--- src/rtl/pipeline_hazard_ctrl.sv ---
// Pipeline hazard controller: load-use, branch and memory-wait stall/flush generation
// with a RUN / MEM_WAIT / HALT supervisor, sticky timeout error and a stall-cycle counter.
module pipeline_hazard_ctrl #(
    parameter int unsigned MEM_TIMEOUT = 15
) (
    input  logic        clk,
    input  logic        rst_n,
    input  logic [3:0]  id_rs1,
    input  logic [3:0]  id_rs2,
    input  logic        id_rs1_used,
    input  logic        id_rs2_used,
    input  logic [3:0]  ex_reg_dst,
    input  logic        ex_reg_wr,
    input  logic        ex_wb_sel,
    input  logic        mem_req,
    input  logic        mem_ack,
    input  logic        branch_taken,
    output logic        pc_stall,
    output logic        if_id_stall,
    output logic        id_ex_stall,
    output logic        ex_mem_stall,
    output logic        if_id_flush,
    output logic        id_ex_flush,
    output logic        ex_mem_flush,
    output logic        mem_wb_flush,
    output logic [1:0]  state,
    output logic        err,
    output logic [15:0] stall_cycles
);

    typedef enum logic [1:0] {
        RUN      = 2'b00,
        MEM_WAIT = 2'b01,
        HALT     = 2'b10
    } state_t;

    localparam logic [7:0] TIMEOUT = 8'(MEM_TIMEOUT);

    state_t     state_q;
    logic [7:0] wait_cnt;
    logic       load_use;
    logic       mem_busy;

    // r0 is hardwired to zero, so a load targeting it never creates a dependency.
    assign load_use = ex_reg_wr && ex_wb_sel && (ex_reg_dst != 4'd0) &&
                      ((id_rs1_used && (id_rs1 == ex_reg_dst)) ||
                       (id_rs2_used && (id_rs2 == ex_reg_dst)));
    assign mem_busy = mem_req && !mem_ack;
    assign state    = state_q;

    always_comb begin
        // NOTE: every output gets a default first so no path can infer a latch.
        pc_stall     = 1'b0;
        if_id_stall  = 1'b0;
        id_ex_stall  = 1'b0;
        ex_mem_stall = 1'b0;
        if_id_flush  = 1'b0;
        id_ex_flush  = 1'b0;
        ex_mem_flush = 1'b0;
        mem_wb_flush = 1'b0;
        if (rst_n) begin
            if (state_q == HALT) begin
                pc_stall     = 1'b1;
                if_id_stall  = 1'b1;
                id_ex_stall  = 1'b1;
                ex_mem_flush = 1'b1;
                mem_wb_flush = 1'b1;
            end else if (mem_busy) begin
                pc_stall     = 1'b1;
                if_id_stall  = 1'b1;
                id_ex_stall  = 1'b1;
                ex_mem_stall = 1'b1;
                mem_wb_flush = 1'b1;
            end else if (branch_taken) begin
                // The redirect squashes the younger instruction, so load_use is moot.
                if_id_flush  = 1'b1;
                id_ex_flush  = 1'b1;
            end else if (load_use) begin
                pc_stall     = 1'b1;
                if_id_stall  = 1'b1;
                id_ex_flush  = 1'b1;
            end
        end
    end

    // NOTE: sequential state uses non-blocking assignments so every register samples pre-edge values.
    always_ff @(posedge clk or negedge rst_n) begin
        if (!rst_n) begin
            state_q      <= RUN;
            wait_cnt     <= 8'd0;
            err          <= 1'b0;
            stall_cycles <= 16'd0;
        end else begin
            if (pc_stall && (stall_cycles != 16'hFFFF))
                stall_cycles <= stall_cycles + 16'd1;

            case (state_q)
                RUN: begin
                    wait_cnt <= mem_busy ? wait_cnt + 8'd1 : 8'd0;
                    if (mem_busy)
                        state_q <= MEM_WAIT;
                end
                MEM_WAIT: begin
                    if (!mem_busy) begin
                        wait_cnt <= 8'd0;
                        state_q  <= RUN;
                    end else if (wait_cnt == TIMEOUT) begin
                        state_q  <= HALT;
                        err      <= 1'b1;
                    end else begin
                        wait_cnt <= wait_cnt + 8'd1;
                    end
                end
                HALT: begin
                    state_q <= HALT;
                end
                default: begin
                    state_q  <= RUN;
                    wait_cnt <= 8'd0;
                end
            endcase
        end
    end

endmodule

--- config.mk ---
export PLATFORM = sky130hd
export DESIGN_NAME = pipeline_hazard_ctrl
export DESIGN_NICKNAME = d
export VERILOG_FILES = /design/src/rtl/pipeline_hazard_ctrl.sv
export SDC_FILE = /design/constraint.sdc
export NUM_CORES = 1
export LEC_CHECK = 0
export BUFFER_PORTS_ARGS = -buffer_cell sky130_fd_sc_hd__buf_2
export CORE_ASPECT_RATIO = 1.25
export CORE_MARGIN = 3
export CORE_UTILIZATION = 50
export CTS_BUF_LIST = sky130_fd_sc_hd__clkbuf_4 sky130_fd_sc_hd__clkbuf_8 sky130_fd_sc_hd__clkbuf_16
export CTS_CLUSTER_SIZE = 10
export DETAILED_ROUTE_END_ITERATION = 10
export PLACE_DENSITY = 0.79
export SLEW_MARGIN = 20
export SYNTH_ARGS = -nofsm -noshare
export SYNTH_HDL_FRONTEND = slang
export SYNTH_SLANG_ARGS = --single-unit
--- constraint.sdc ---
create_clock -name clk -period 4.3 [get_ports clk]
set_input_delay 0 -clock clk [delete_from_list [all_inputs] [get_ports clk]]
set_output_delay 0 -clock clk [all_outputs]
set_load 0.005 [all_outputs]
==> results <==
- The internal power is 0.400 mW.
- In this run the tightest slew margin relative to its limit is 0.558.
- The area enclosed by the die boundary is 3960 um^2.
- The total CTS buffers is 3.
- The count of final hold-check violations is 0.
- The cell chosen for the clock root is sky130_fd_sc_hd__clkbuf_4.
- In this run the worst hold path is classified as in -> reg.
- The completed layout was analyzed and its total power is 0.598 mW.
- The routability congestion estimate from global placement is 0.804.
- The post-route antenna net violation count is 0.
- The peak ir drop on the vdd network is 224 uV.
- The run finished with clean final reports.
- After clock tree synthesis, the repair step resized 0 gates.
- The largest fanout on the critical path is 11.
- The via count of the first global-routing pass was 1,402.
- Counting flops and latches in the post-synthesis netlist gives 27.
- For this run, design rule violations remaining after detail routing come to 0.
- For this run, the share of the core covered by cells in the final layout is 0.624.
- The number of enable-type register cells in the synthesized netlist is 0.
- The number of rows in the core area is 22.
- The prevailing post-synth register cell is sky130_fd_sc_hd__dfrtp_1.
- The number of hold buffers added after CTS was 1.
- Of the total power, combinational logic draws 0.242.
- The final-layout worst hold slack is 0.0878 ns.
- The count of clock tree sinks is 27.
- The total cell area at the placement stage is 1850 um^2.
- The total leakage power is 0.895 nW.
- The clock-pin slew on the worst setup and hold paths is 0.14 ns.
- A synthesized cell averages 9.87 um^2.
- The antenna diode count is 0.
- From left edge to right edge, the die measures 56.9 um.
- TritonCTS built the clock tree.
- The number of post-CTS setup repair buffers is 0.
- The aggregate global routing overflow is 0.
- Summed over all nets, the half-perimeter wirelength after detailed placement is 2700 um.
- The number of different library cells used by synthesis comes to 47.
- Dividing the detail-routed via count by the number of cells gives 5.70.
- The worst setup path is captured at a flop.
- The effective utilization at floorplan is 0.535.
- The growth of design area from synthesis to finish is 16.6%.
- The layout has 274 filler cells.
- The number of iterations in the first detailed-routing pass is 4.
- The average routed wire per standard cell is 14.3 um.
- The net count of the finished layout is 234.
- The first global-routing pass estimated 6270 um of wire.
- Across all layers, the routed design uses 1,402 vias.
- The total routed wirelength is 3530 um.
- The Yosys step of the flow raised 0 warnings.
- For the pin with the worst max-slew slack, the measured transition is 0.662 ns.
- The share of post-route cells with drive strength above 1 is 0.319.
- The number of cells traversed by the worst register-to-register path is 5.
- The number of top-level pins is 48.
- After the first detailed-routing iteration, the DRC count stood at 67.
- The synthesized netlist occupies a cell area of 1620 um^2.
- The number of antenna violations at the first check in global routing is 0.
- The maximum achievable frequency is 0.468 GHz.
- The switching power as a share of total power is 0.331.
- The share of synthesized area in the top cell type comes to 0.417.
- STA classifies the critical path startpoint as a flop.
- The y dimension of the die is 69.6 um.
- After synthesis, the cell types taking the most area are sky130_fd_sc_hd__dfrtp_1 (42%), sky130_fd_sc_hd__xor2_1 (9.2%), sky130_fd_sc_hd__nand2_1 (5.3%), sky130_fd_sc_hd__a2111oi_2 (3.7%), sky130_fd_sc_hd__and3_1 (3.1%).
- The gate count of the mapped netlist is 164.
- The setup TNS is 0 ns.
- The worst hold path cell count is 3.
- The maximum number of pins on one net before global-route repair is 33.
- Setup repair after global routing left no endpoint under its margin.
- The switching power summed over all nets is 0.198 mW.
- Of all flip-flops after synthesis, the portion carrying an async set or reset was 1.00.
- The number of nets in the synthesized netlist is 187.
- The library cell with the largest summed area after synthesis is sky130_fd_sc_hd__dfrtp_1.
- The number of I/O port buffers is 47.
- The classification of the worst setup path is reg -> reg.
- Setup violations remaining at the end of the flow were counted as 0.
- For this run, the register share of the synthesized area comes to 0.417.
- After routing the design area is 1890 um^2.
- The commonest cells after synthesis are sky130_fd_sc_hd__dfrtp_1 (27), sky130_fd_sc_hd__nand2_1 (23), sky130_fd_sc_hd__xor2_1 (17).
- At the worst endpoint, the arrival time is 2.39 ns.
- The worst path in the final design needs a cycle of 2.14 ns, including I/O delays and setup.
- The share of the cycle needed by the critical path after routing is 0.497.
- The most common cell in the synthesized netlist is sky130_fd_sc_hd__dfrtp_1.
- For the worst setup path, the data required time is 4.55 ns.
- The final-report max-slew violation count came to 0.
- The core box area is 3030 um^2.
- Counting along the longest clock path gives a buffer depth of 2.
- The worst-skew pair later-pin latency is 0.35 ns.
- The overall fraction of global-route tracks in use is 0.195.
- The portion of total power attributed to the clock network is 0.198.
- The tool flagged a number of max-cap violations equal to 0.
- For this design the ratio of total power to cell area is 317 nW/um^2.
- For the final database, setup skew stands at 0.0101 ns.
- The H-tree level count is 1.
- The share of total power dissipated in sequential elements is 0.561.
## routing by layer
layer | up-vias | part of all wire | track usage
li1 | 676 | - | -
met1 | 676 | 0.42 | 0.240
met2 | 44 | 0.51 | 0.337
met3 | 6 | 0.053 | 0.0261
met4 | 0 | 0.018 | 0.0799
met5 | - | 0 | 0
## kinds of logic after synthesis
group                      Yosys count  synth area share
AOI/OAI and AO/OA                   31             0.155
xor gates and xnor gates            19             0.103
adders and majority gates            2            0.0155
buffers and inverters               11            0.0417
DFF                                 27             0.417
muxes                                5            0.0363
and+or+nand+nor                     69             0.232
## registers in the layout (all words and copies together) (netlist names)
signal and flops:
state 2, err 1, stall_cycles 16, wait_cnt 8
## stage by stage
| step | worst slack (ns) | instances |
|---|---|---|
| 6_report | 2.16 | 246 |
| 5_1_grt | 1.87 | 246 |
| 4_1_cts | 2.11 | 246 |
| 3_5_place_dp | 2.17 | 241 |
| 3_3_place_gp | 2.24 | 241 |
| 2_1_floorplan | 2.39 | 164 |
## area by class of cell
class | instances | area, um^2 | area share
clock buffers | 3 | 22.5 | 0.0119
flip-flops and latches | 27 | 676 | 0.358
well taps | 36 | 45.0 | 0.0239
multi-input cells | 126 | 876 | 0.464
inverters | 5 | 18.8 | 0.00994
clock inverters | 1 | 5.00 | 0.00265
repair buffers | 48 | 245 | 0.130
## power by group through the flow
stage	combinational [mW]	sequential (mW)	clock (mW)
floorplan	0.0728	0.335	0
global route	0.165	0.341	0.128
CTS	0.148	0.334	0.120
global placement	0.140	0.335	0
detailed placement	0.145	0.340	0
finish	0.145	0.335	0.118
## path summary, 6_finish.rpt
kind                                        startpoint                            to  slack [ns]
setup / recovery                  state[1]$_DFFE_PN0P_       wait_cnt[0]$_DFFE_PN0P_        2.16
hold / removal                                 mem_ack          state[0]$_DFFE_PN0P_        0.09
setup reg to reg                  state[1]$_DFFE_PN0P_       wait_cnt[0]$_DFFE_PN0P_        2.16
hold reg to reg            stall_cycles[9]$_DFFE_PN0P_   stall_cycles[9]$_DFFE_PN0P_        0.50
max in group asynchronous                        rst_n       wait_cnt[4]$_DFFE_PN0P_        3.67
min in group asynchronous                        rst_n  stall_cycles[13]$_DFFE_PN0P_        0.19
## cell usage in the layout (no fill, tap or decap), drive strengths merged, types with 2 or more instances in the layout
master / n
buf: 47
dfrtp: 27
nand2: 24
xor2: 17
nor2: 9
o21ai: 9
and3: 8
nand3: 7
a21oi: 7
inv: 5
nor3: 4
and4: 4
a211oi: 4
a2111oi: 4
mux2: 4
clkbuf: 3
xnor2: 2
nor2b: 2
a2bb2oi: 2
ha: 2
nand2b: 2
## worst max-delay path, stage by stage, from the launching register on
cell                      delay, ns
sky130_fd_sc_hd__dfrtp_1       0.43
sky130_fd_sc_hd__or3b_2        0.58
sky130_fd_sc_hd__or4_4         0.58
sky130_fd_sc_hd__nand2_4       0.12
sky130_fd_sc_hd__nor2_2        0.05
sky130_fd_sc_hd__mux2_2        0.27
(Power assumes the default switching activity.)
